`config.mk`:
```
export PLATFORM = sky130hd
export DESIGN_NAME = tagdv_ctrl_flat
export DESIGN_NICKNAME = d
export VERILOG_FILES = /design/src/rtl/tagdv_ctrl_if.sv /design/src/rtl/tagdv_ctrl.sv /design/src/flat_wrapper.sv
export SDC_FILE = /design/constraint.sdc
export NUM_CORES = 1
export LEC_CHECK = 0
export ABC_AREA = 1
export ABC_CLOCK_PERIOD_IN_PS = 5600
export CAP_MARGIN = 20
export CORE_MARGIN = 3
export CORE_UTILIZATION = 45
export CTS_BUF_LIST = sky130_fd_sc_hd__clkbuf_8
export DETAILED_ROUTE_END_ITERATION = 12
export GPL_TIMING_DRIVEN = 0
export PLACE_DENSITY = 0.9
export SYNTH_ARGS = -nofsm -noshare
export SYNTH_HDL_FRONTEND = slang
export SYNTH_SLANG_ARGS = --single-unit
```
`constraint.sdc`:
```
create_clock -name clk -period 5.6 [get_ports clk]
set_input_delay 0.84 -clock clk [delete_from_list [all_inputs] [get_ports clk]]
set_output_delay 0.84 -clock clk [all_outputs]
set_load 0.005 [all_outputs]
```
`src/rtl/tagdv_ctrl_if.sv`:
```
// Lookup, result and update handshake bundle between the cache FSM (master)
// and the tag/dirty/valid store controller (slave).
interface tagdv_ctrl_if #(
    parameter int TAG_WIDTH   = 20,
    parameter int INDEX_WIDTH = 8
);
    logic                   lk_valid;
    logic                   lk_ready;
    logic [INDEX_WIDTH-1:0] lk_index;
    logic [TAG_WIDTH-1:0]   lk_tag;

    logic                   res_valid;
    logic                   res_hit;
    logic                   res_hit_way;
    logic                   res_hit_dirty;
    logic                   res_victim_way;
    logic                   res_victim_valid;
    logic                   res_victim_dirty;
    logic [TAG_WIDTH-1:0]   res_victim_tag;

    logic                   upd_valid;
    logic                   upd_ready;
    logic                   upd_way;
    logic [INDEX_WIDTH-1:0] upd_index;
    logic [TAG_WIDTH-1:0]   upd_tag;
    logic                   upd_dirty;
    logic                   upd_vbit;

    modport master (
        output lk_valid, lk_index, lk_tag,
        output upd_valid, upd_way, upd_index, upd_tag, upd_dirty, upd_vbit,
        input  lk_ready, upd_ready,
        input  res_valid, res_hit, res_hit_way, res_hit_dirty,
        input  res_victim_way, res_victim_valid, res_victim_dirty, res_victim_tag
    );

    modport slave (
        input  lk_valid, lk_index, lk_tag,
        input  upd_valid, upd_way, upd_index, upd_tag, upd_dirty, upd_vbit,
        output lk_ready, upd_ready,
        output res_valid, res_hit, res_hit_way, res_hit_dirty,
        output res_victim_way, res_victim_valid, res_victim_dirty, res_victim_tag
    );
endinterface

```
`src/rtl/tagdv_ctrl.sv`:
```
// 2-way tag/dirty/valid store controller: lookup pipeline, write arbitration, clear sweep.
// Optional hit/miss counters are built when TAGDV_CTRL_STAT_EN is defined.
module tagdv_ctrl #(
    parameter  int TAG_WIDTH   = 20,
    parameter  int INDEX_WIDTH = 8,
    localparam int ENTRY_WIDTH = TAG_WIDTH + 2
) (
    input  logic                   clk,
    input  logic                   rstn,
    tagdv_ctrl_if.slave            cif,
    input  logic                   flush_req,
    output logic                   busy,
    output logic [INDEX_WIDTH-1:0] mem_addra,
    output logic [ENTRY_WIDTH-1:0] mem_dina,
    output logic [1:0]             mem_wea,
    output logic [INDEX_WIDTH-1:0] mem_addrb,
    input  logic [ENTRY_WIDTH-1:0] mem_doutb0,
    input  logic [ENTRY_WIDTH-1:0] mem_doutb1,
    output logic [31:0]            stat_hit_cnt,
    output logic [31:0]            stat_miss_cnt
);
    typedef enum logic {SWEEP = 1'b0, IDLE = 1'b1} state_t;

    state_t                 state, state_nxt;
    logic [INDEX_WIDTH-1:0] sweep_idx, sweep_idx_nxt;
    logic [7:0]             lfsr;

    logic                   idle, lk_fire, upd_fire;
    logic [ENTRY_WIDTH-1:0] upd_entry;

    logic                   vld_p1;
    logic [TAG_WIDTH-1:0]   tag_p1;
    logic                   rnd_p1;
    logic [1:0]             fwd_p1;
    logic [ENTRY_WIDTH-1:0] fwd_entry_p1;

    logic [ENTRY_WIDTH-1:0] entry0, entry1;
    logic                   hit0, hit1, victim_way;
    logic [ENTRY_WIDTH-1:0] victim_entry;

    assign idle      = (state == IDLE);
    assign lk_fire   = cif.lk_valid && idle;
    assign upd_fire  = cif.upd_valid && idle;
    assign upd_entry = {cif.upd_tag, cif.upd_dirty, cif.upd_vbit};

    always_ff @(posedge clk or negedge rstn) begin
        if (!rstn) begin
            state     <= SWEEP;
            sweep_idx <= '0;
        end else begin
            state     <= state_nxt;
            sweep_idx <= sweep_idx_nxt;
        end
    end

    // sweep_idx wraps to zero on its last write, so a new sweep always starts at 0
    always_comb begin
        state_nxt     = state;
        sweep_idx_nxt = '0;
        case (state)
            SWEEP: begin
                sweep_idx_nxt = sweep_idx + INDEX_WIDTH'(1);
                if (&sweep_idx) state_nxt = IDLE;
            end
            IDLE: begin
                if (flush_req) state_nxt = SWEEP;
            end
            default: state_nxt = SWEEP;
        endcase
    end

    // ---- stage p0 -> p1: accept lookup, capture tag, victim coin and forwarding ----
    always_ff @(posedge clk or negedge rstn) begin
        if (!rstn) begin
            vld_p1 <= 1'b0;
            lfsr   <= 8'h01;
        end else begin
            vld_p1 <= lk_fire;
            if (lk_fire) lfsr <= {lfsr[6:0], lfsr[7] ^ lfsr[5] ^ lfsr[4] ^ lfsr[3]};
        end
    end

    always_ff @(posedge clk) begin
        if (lk_fire) begin
            tag_p1       <= cif.lk_tag;
            rnd_p1       <= lfsr[0];
            fwd_p1       <= (upd_fire && cif.upd_index == cif.lk_index) ?
                            {cif.upd_way, ~cif.upd_way} : 2'b00;
            fwd_entry_p1 <= upd_entry;
        end
    end

    // ---- stage p1: RAM data (or forwarded write) resolved into hit and victim ----
    assign entry0       = fwd_p1[0] ? fwd_entry_p1 : mem_doutb0;
    assign entry1       = fwd_p1[1] ? fwd_entry_p1 : mem_doutb1;
    assign hit0         = entry0[0] && (entry0[ENTRY_WIDTH-1:2] == tag_p1);
    assign hit1         = entry1[0] && (entry1[ENTRY_WIDTH-1:2] == tag_p1);
    assign victim_way   = !entry0[0] ? 1'b0 : (!entry1[0] ? 1'b1 : rnd_p1);
    assign victim_entry = victim_way ? entry1 : entry0;

    always_comb begin
        busy                 = 1'b0;
        cif.lk_ready         = 1'b0;
        cif.upd_ready        = 1'b0;
        mem_wea              = 2'b00;
        mem_addra            = '0;
        mem_dina             = '0;
        mem_addrb            = '0;
        cif.res_valid        = 1'b0;
        cif.res_hit          = 1'b0;
        cif.res_hit_way      = 1'b0;
        cif.res_hit_dirty    = 1'b0;
        cif.res_victim_way   = 1'b0;
        cif.res_victim_valid = 1'b0;
        cif.res_victim_dirty = 1'b0;
        cif.res_victim_tag   = '0;
        case (state)
            SWEEP: begin
                busy = 1'b1;
                // no RAM writes while reset is held
                if (rstn) begin
                    mem_wea   = 2'b11;
                    mem_addra = sweep_idx;
                end
            end
            IDLE: begin
                cif.lk_ready  = 1'b1;
                cif.upd_ready = 1'b1;
                mem_addrb     = cif.lk_index;
                if (upd_fire) begin
                    mem_wea   = {cif.upd_way, ~cif.upd_way};
                    mem_addra = cif.upd_index;
                    mem_dina  = upd_entry;
                end
            end
            default: ;
        endcase
        if (vld_p1) begin
            cif.res_valid        = 1'b1;
            cif.res_hit          = hit0 | hit1;
            cif.res_hit_way      = !hit0 && hit1;
            cif.res_hit_dirty    = hit0 ? entry0[1] : (hit1 ? entry1[1] : 1'b0);
            cif.res_victim_way   = victim_way;
            cif.res_victim_valid = victim_entry[0];
            cif.res_victim_dirty = victim_entry[1];
            cif.res_victim_tag   = victim_entry[ENTRY_WIDTH-1:2];
        end
    end

`ifdef TAGDV_CTRL_STAT_EN
    always_ff @(posedge clk or negedge rstn) begin
        if (!rstn) begin
            stat_hit_cnt  <= '0;
            stat_miss_cnt <= '0;
        end else if (vld_p1) begin
            if (hit0 | hit1) stat_hit_cnt  <= stat_hit_cnt + 32'd1;
            else             stat_miss_cnt <= stat_miss_cnt + 32'd1;
        end
    end
`else
    assign stat_hit_cnt  = '0;
    assign stat_miss_cnt = '0;
`endif
endmodule

```
`src/flat_wrapper.sv`:
```
// flat-port wrapper written by rule: the top's interface ports become plain ports
module tagdv_ctrl_flat 
#(
    parameter  int TAG_WIDTH   = 20,
    parameter  int INDEX_WIDTH = 8,
    localparam int ENTRY_WIDTH = TAG_WIDTH + 2
)
  (clk, rstn, flush_req, busy, mem_addra, mem_dina, mem_wea, mem_addrb, mem_doutb0, mem_doutb1, stat_hit_cnt, stat_miss_cnt, cif_lk_valid, cif_lk_index, cif_lk_tag, cif_upd_valid, cif_upd_way, cif_upd_index, cif_upd_tag, cif_upd_dirty, cif_upd_vbit, cif_lk_ready, cif_upd_ready, cif_res_valid, cif_res_hit, cif_res_hit_way, cif_res_hit_dirty, cif_res_victim_way, cif_res_victim_valid, cif_res_victim_dirty, cif_res_victim_tag);
  tagdv_ctrl_if #(.TAG_WIDTH(TAG_WIDTH), .INDEX_WIDTH(INDEX_WIDTH)) cif_i ();
  input  logic clk;
  input  logic rstn;
  input  logic flush_req;
  output logic busy;
  output logic [INDEX_WIDTH-1:0] mem_addra;
  output logic [ENTRY_WIDTH-1:0] mem_dina;
  output logic [1:0] mem_wea;
  output logic [INDEX_WIDTH-1:0] mem_addrb;
  input  logic [ENTRY_WIDTH-1:0] mem_doutb0;
  input  logic [ENTRY_WIDTH-1:0] mem_doutb1;
  output logic [31:0] stat_hit_cnt;
  output logic [31:0] stat_miss_cnt;
  input wire logic [$bits(cif_i.lk_valid)-1:0] cif_lk_valid;
  input wire logic [$bits(cif_i.lk_index)-1:0] cif_lk_index;
  input wire logic [$bits(cif_i.lk_tag)-1:0] cif_lk_tag;
  input wire logic [$bits(cif_i.upd_valid)-1:0] cif_upd_valid;
  input wire logic [$bits(cif_i.upd_way)-1:0] cif_upd_way;
  input wire logic [$bits(cif_i.upd_index)-1:0] cif_upd_index;
  input wire logic [$bits(cif_i.upd_tag)-1:0] cif_upd_tag;
  input wire logic [$bits(cif_i.upd_dirty)-1:0] cif_upd_dirty;
  input wire logic [$bits(cif_i.upd_vbit)-1:0] cif_upd_vbit;
  output wire logic [$bits(cif_i.lk_ready)-1:0] cif_lk_ready;
  output wire logic [$bits(cif_i.upd_ready)-1:0] cif_upd_ready;
  output wire logic [$bits(cif_i.res_valid)-1:0] cif_res_valid;
  output wire logic [$bits(cif_i.res_hit)-1:0] cif_res_hit;
  output wire logic [$bits(cif_i.res_hit_way)-1:0] cif_res_hit_way;
  output wire logic [$bits(cif_i.res_hit_dirty)-1:0] cif_res_hit_dirty;
  output wire logic [$bits(cif_i.res_victim_way)-1:0] cif_res_victim_way;
  output wire logic [$bits(cif_i.res_victim_valid)-1:0] cif_res_victim_valid;
  output wire logic [$bits(cif_i.res_victim_dirty)-1:0] cif_res_victim_dirty;
  output wire logic [$bits(cif_i.res_victim_tag)-1:0] cif_res_victim_tag;
  assign cif_i.lk_valid = cif_lk_valid;
  assign cif_i.lk_index = cif_lk_index;
  assign cif_i.lk_tag = cif_lk_tag;
  assign cif_i.upd_valid = cif_upd_valid;
  assign cif_i.upd_way = cif_upd_way;
  assign cif_i.upd_index = cif_upd_index;
  assign cif_i.upd_tag = cif_upd_tag;
  assign cif_i.upd_dirty = cif_upd_dirty;
  assign cif_i.upd_vbit = cif_upd_vbit;
  assign cif_lk_ready = cif_i.lk_ready;
  assign cif_upd_ready = cif_i.upd_ready;
  assign cif_res_valid = cif_i.res_valid;
  assign cif_res_hit = cif_i.res_hit;
  assign cif_res_hit_way = cif_i.res_hit_way;
  assign cif_res_hit_dirty = cif_i.res_hit_dirty;
  assign cif_res_victim_way = cif_i.res_victim_way;
  assign cif_res_victim_valid = cif_i.res_victim_valid;
  assign cif_res_victim_dirty = cif_i.res_victim_dirty;
  assign cif_res_victim_tag = cif_i.res_victim_tag;
  tagdv_ctrl #(.TAG_WIDTH(TAG_WIDTH), .INDEX_WIDTH(INDEX_WIDTH)) u_core (.clk(clk), .rstn(rstn), .cif(cif_i), .flush_req(flush_req), .busy(busy), .mem_addra(mem_addra), .mem_dina(mem_dina), .mem_wea(mem_wea), .mem_addrb(mem_addrb), .mem_doutb0(mem_doutb0), .mem_doutb1(mem_doutb1), .stat_hit_cnt(stat_hit_cnt), .stat_miss_cnt(stat_miss_cnt));
endmodule
```
Word-level counts from Yosys, hierarchy flattened

Index checks and enable logic that the tools add are counted.

Reduce and logical (&&, ||, !) cells: 8
Muxes and demuxes: 30
Bitwise gates (word level): 6
Eq/ne operators: 3
$add $sub $neg: 1

Operators by type and width:

| cell                  | number |
|---|---|
| $mux W22              | 5 |
| $eq A20 B20 Y1        | 2 |
| $mux W8               | 4 |
| $mux W20              | 1 |
| $pmux W8 S2           | 1 |
| $mux W1               | 15 |
| $add A8 B1 Y8 const B | 1 |
| $eq A8 B8 Y1          | 1 |
| $reduce_and A8 Y1     | 1 |
| $logic_and A1 B1 Y1   | 6 |
| $mux W2               | 2 |
| $pmux W2 S2           | 1 |
| $xor A1 B1 Y1         | 3 |
| $not A1 Y1            | 2 |
| $pmux W1 S2           | 1 |
| $logic_not A1 Y1      | 1 |
| $or A1 B1 Y1          | 1 |

Flip-flop bits (word level): 63
Output and inout port bits: 134

Depth between registers and ports, before layout

Depth after elaboration: 6
Mapped depth: 15
Gate-level depth less buffers: 12

Worst setup path before layout

OpenSTA, ideal clock, no wires.

Path type: input port to flip-flop
Start point: input port cif_lk_valid
End point: register u_core.fwd_entry_p1[0] (enable)
Setup slack: 2941 ps
Stages on the path: 2
Arrival time: 2020 ps
Required time: 4961 ps
Path through: nand2_1 clkinv_1

Word-level cells in the longest chain between the ends: 1

RTL lines:

| what                   | RTL line           | text |
|---|---|---|
| start: declaration     | flat_wrapper.sv:22 | `input wire logic [$bits(cif_i.lk_valid)-1:0] cif_lk_valid;` |
| $logic_and A1 B1 Y1    | tagdv_ctrl.sv:42   | `assign lk_fire = cif.lk_valid && idle;` |
| net u_core.lk_fire     | tagdv_ctrl.sv:28   | `logic idle, lk_fire, upd_fire;` |
| end signal: assignment | tagdv_ctrl.sv:89   | `fwd_entry_p1 <= upd_entry;` |
| end: declaration       | tagdv_ctrl.sv:35   | `logic [ENTRY_WIDTH-1:0] fwd_entry_p1;` |

The timed path passes the listed nets, and every way through them passes these cells.
A chain may end at the register's enable or synchronous reset.

Worst setup path after layout

Start point: input port mem_doutb1[0]
End point: output port cif_res_victim_tag[8]

Word-level cells in the longest chain between the ends: 5

RTL lines:

| what                  | RTL line           | text |
|---|---|---|
| start: declaration    | flat_wrapper.sv:19 | `input logic [ENTRY_WIDTH-1:0] mem_doutb1;` |
| $mux W22              | tagdv_ctrl.sv:95   | `assign entry1 = fwd_p1[1] ? fwd_entry_p1 : mem_doutb1;` |
| $mux W1 (2 in series) | tagdv_ctrl.sv:98   | `assign victim_way = !entry0[0] ? 1'b0 : (!entry1[0] ? 1'b1 : rnd_p1);` |
| $mux W22              | tagdv_ctrl.sv:99   | `assign victim_entry = victim_way ? entry1 : entry0;` |
| $mux W20              | tagdv_ctrl.sv:138  | `if (vld_p1) begin` |
| end: declaration      | flat_wrapper.sv:40 | `output wire logic [$bits(cif_i.res_victim_tag)-1:0] cif_res_victim_tag;` |

No other way between the ends.

==> flow_summary.ini <==
[hold_path]
min-delay-start = u_core.lfsr[6]$_DFFE_PN0P_
min_delay_path_depth = 2
hold_class = reg -> reg

[synthesis]
synth_ff_type = edfxtp_1
synth_edf_count = 45
synth-seq-area-share_pct = 38.69
async_reset_ff_share_pct = 28.57
postSynthCellCount = 675
netlist_area_um2 = 4659
synth_area_per_cell_um2 = 6.903
ys_ff_latch = 63
synth.distinct_cells = 32
yosys_warnings = 0

[worst_setup_path]
critPathCaptureType = output pin
startpoint = mem_doutb1[0]
start_kind = input port
arrival_ns = 3.07
required_ns = 4.76
critPathMaxFanout = 10
worstReg2RegStart = u_core.idle$_DFF_PN0_
crit_type = in -> out
ff2ff_path_depth = 3

[grt]
grt_pass1_wl_um = 22740
grt_antenna_before_repair = 0
grt_pass1_vias = 4711
grt_start_max_net_pins = 54
track_usage_pct = 25.09
grt-ovfl-total = 0

[place]
place_hpwl_um = 11740
port-buffer-count = 177
place_congestion = 0.9290
post-place-ws_ns = 1.694

[timing]
tns_ns = 0
rsz0062_at_grt = false
setup_violations = 0
period_share_pct = 69.80
finClkSkew_ns = 0.002690
hold_ws_ns = 0.4783
tightest_slew_ns = 0.9566
worst_slack_ns = 1.691
fmax_ghz = 0.2558
max_slew_margin_pct = 36.03
finalMaxSlewViolations = 0
hold_viol_final = 0
fin_crit_ns = 3.909

[floorplan]
boundaryPins = 242
start_util_pct = 47.02
fp.coreArea_um2 = 9910
fp.dieH_um = 107.8
rows = 36
dieWidth_um = 107.8
die_area_um2 = 11610

[clock_tree]
cts_post_setup_buffers_inserted = 0
cts.sinks = 63
cts_buffers = 9
cts-resized-gates = 0
clk_latency_ns = 0.34
cts.path.max_buffers = 2
root_buffer = clkbuf_8
cts_max_level = 3
cts_hold_buf = 0
cts_tree = built
clk_pin_slew_ns = 0.07

[flow_run]
maxCapViolations = 0

[route]
routedWlPerCell_um = 14.05
drtIter0Drc = 343
post-route-drc-count = 0
routed_via_density = 4.730
dr_total_vias = 5033
drt_first_pass_iters = 5
ant_nets = 0
totalWireLength_um = 14950

[cells_and_area]
layout_commonest_cell = nand2_1
fin_util_pct = 71.12
multi_input_area_um2 = 2178
nNetsFinal = 1035
synthToLayoutAreaGrowth_pct = 51.26
nFillCells = 819
antennaDiodeCount = 0
mostFrequentLayoutCells = 228 x nand2_1, 177 x clkdlybuf4s50_1, 80 x inv_1, 65 x buf_4, 64 x conb_1
final_layout_size_suffix_gt1_share_pct = 10.42
register_area_um2 = 1803

[pwr]
p_leak_uw = 0.003481
ir_worst_vdd_mv = 0.1617
p_per_area_nw_per_um2 = 185.2

[status]
status = finished, final reports clean
## Yosys cell counts, types with 2 or more instances
| master | instances | area share (%) |
|---|---|---|
| inv_2 | 3 | 0.24 |
| o21ai_0 | 45 | 4.8 |
| buf_4 | 65 | 10 |
| a31oi_1 | 16 | 2.1 |
| dfrtp_1 | 17 | 9.1 |
| edfxtp_1 | 45 | 29 |
| nor3_1 | 4 | 0.43 |
| o21ai_1 | 2 | 0.21 |
| and2_1 | 4 | 0.54 |
| inv_1 | 79 | 6.4 |
| a21oi_1 | 11 | 1.2 |
| nand4_1 | 2 | 0.27 |
| buf_1 | 2 | 0.16 |
| clkbuf_1 | 6 | 0.48 |
| buf_6 | 4 | 0.97 |
| nor2_1 | 60 | 4.8 |
| buf_2 | 8 | 0.86 |
| o22ai_1 | 4 | 0.54 |
| xnor2_1 | 2 | 0.38 |
| a211oi_1 | 2 | 0.32 |
| xor2_1 | 5 | 0.94 |
| nand3_1 | 52 | 5.6 |
| nand2_1 | 228 | 18 |
## per-layer routing
layer	vias to the layer above	GRT usage [%]	wire length (um)	part of all wire, %
li1	2534	-	-	-
met1	2198	29.70	5595	37
met2	279	44.54	7511	50
met3	22	7.558	1612	11
met4	0	5.771	233	1.6
met5	-	0	0	0
## final timing paths
kind / slack, ns / endpoint
max reg2reg: 3.37 / u_core.fwd_entry_p1[13]$_DFFE_PP_
min in group asynchronous: 1.02 / u_core.lfsr[3]$_DFFE_PN0P_
max in group asynchronous: 3.99 / u_core.sweep_idx[3]$_DFF_PN0_
min: 0.48 / u_core.lfsr[7]$_DFFE_PN0P_
min reg2reg: 0.48 / u_core.lfsr[7]$_DFFE_PN0P_
max: 1.69 / cif_res_victim_tag[8]
## cells by family after synthesis
logic type / synth area share (%)
fa+ha+maj: 0.2685
simple gates: 30.42
xor+xnor: 1.316
flops: 38.70
other cells: 0.08048
buf+inv: 19.63
compound gates: 9.587
## critical path, cell delays in order
cell	delay [ns]
clkdlybuf4s50_1	0.50
inv_1	0.05
nand2_1	0.05
nand2_1	0.05
or2_0	0.19
nand2_1	0.20
buf_2	0.31
o21ai_0	0.12
a31oi_1	0.22
clkdlybuf4s50_1	0.53
## layout make-up
class	instances	area share [%]
repair buffers	177	25.14
clock inverters	7	1.260
inverters	83	4.438
clock buffers	9	1.758
plain buffers	85	8.557
flip-flops and latches	63	25.58
well taps	133	2.361
multi-input cells	507	30.91
## where the power goes
group | internal [uW] | switching (uW) | leakage, uW
sequential | 538 | 29.4 | 0.000630
combinational | 174 | 136 | 0.00274
clock | 247 | 181 | 0.000108
## per-stage QoR
stage / power [uW] / instance area, um2 / std cells
3_5_place_dp: 880.2 / 6835 / 1048
2_1_floorplan: 723.9 / 4896 / 738
3_3_place_gp: 874.3 / 6834 / 1048
4_1_cts: 1307 / 7048 / 1064
5_1_grt: 1370 / 7048 / 1064
6_report: 1306 / 7048 / 1064
## registers in the layout (all words and copies together) (netlist names)
name,count
u_core.fwd_entry_p1,22
u_core.tag_p1,20
u_core.fwd_p1,2
u_core.idle,1
u_core.vld_p1,1
u_core.sweep_idx,8
u_core.lfsr,8
u_core.rnd_p1,1
Note: power is estimated with default switching activity, not from simulation.
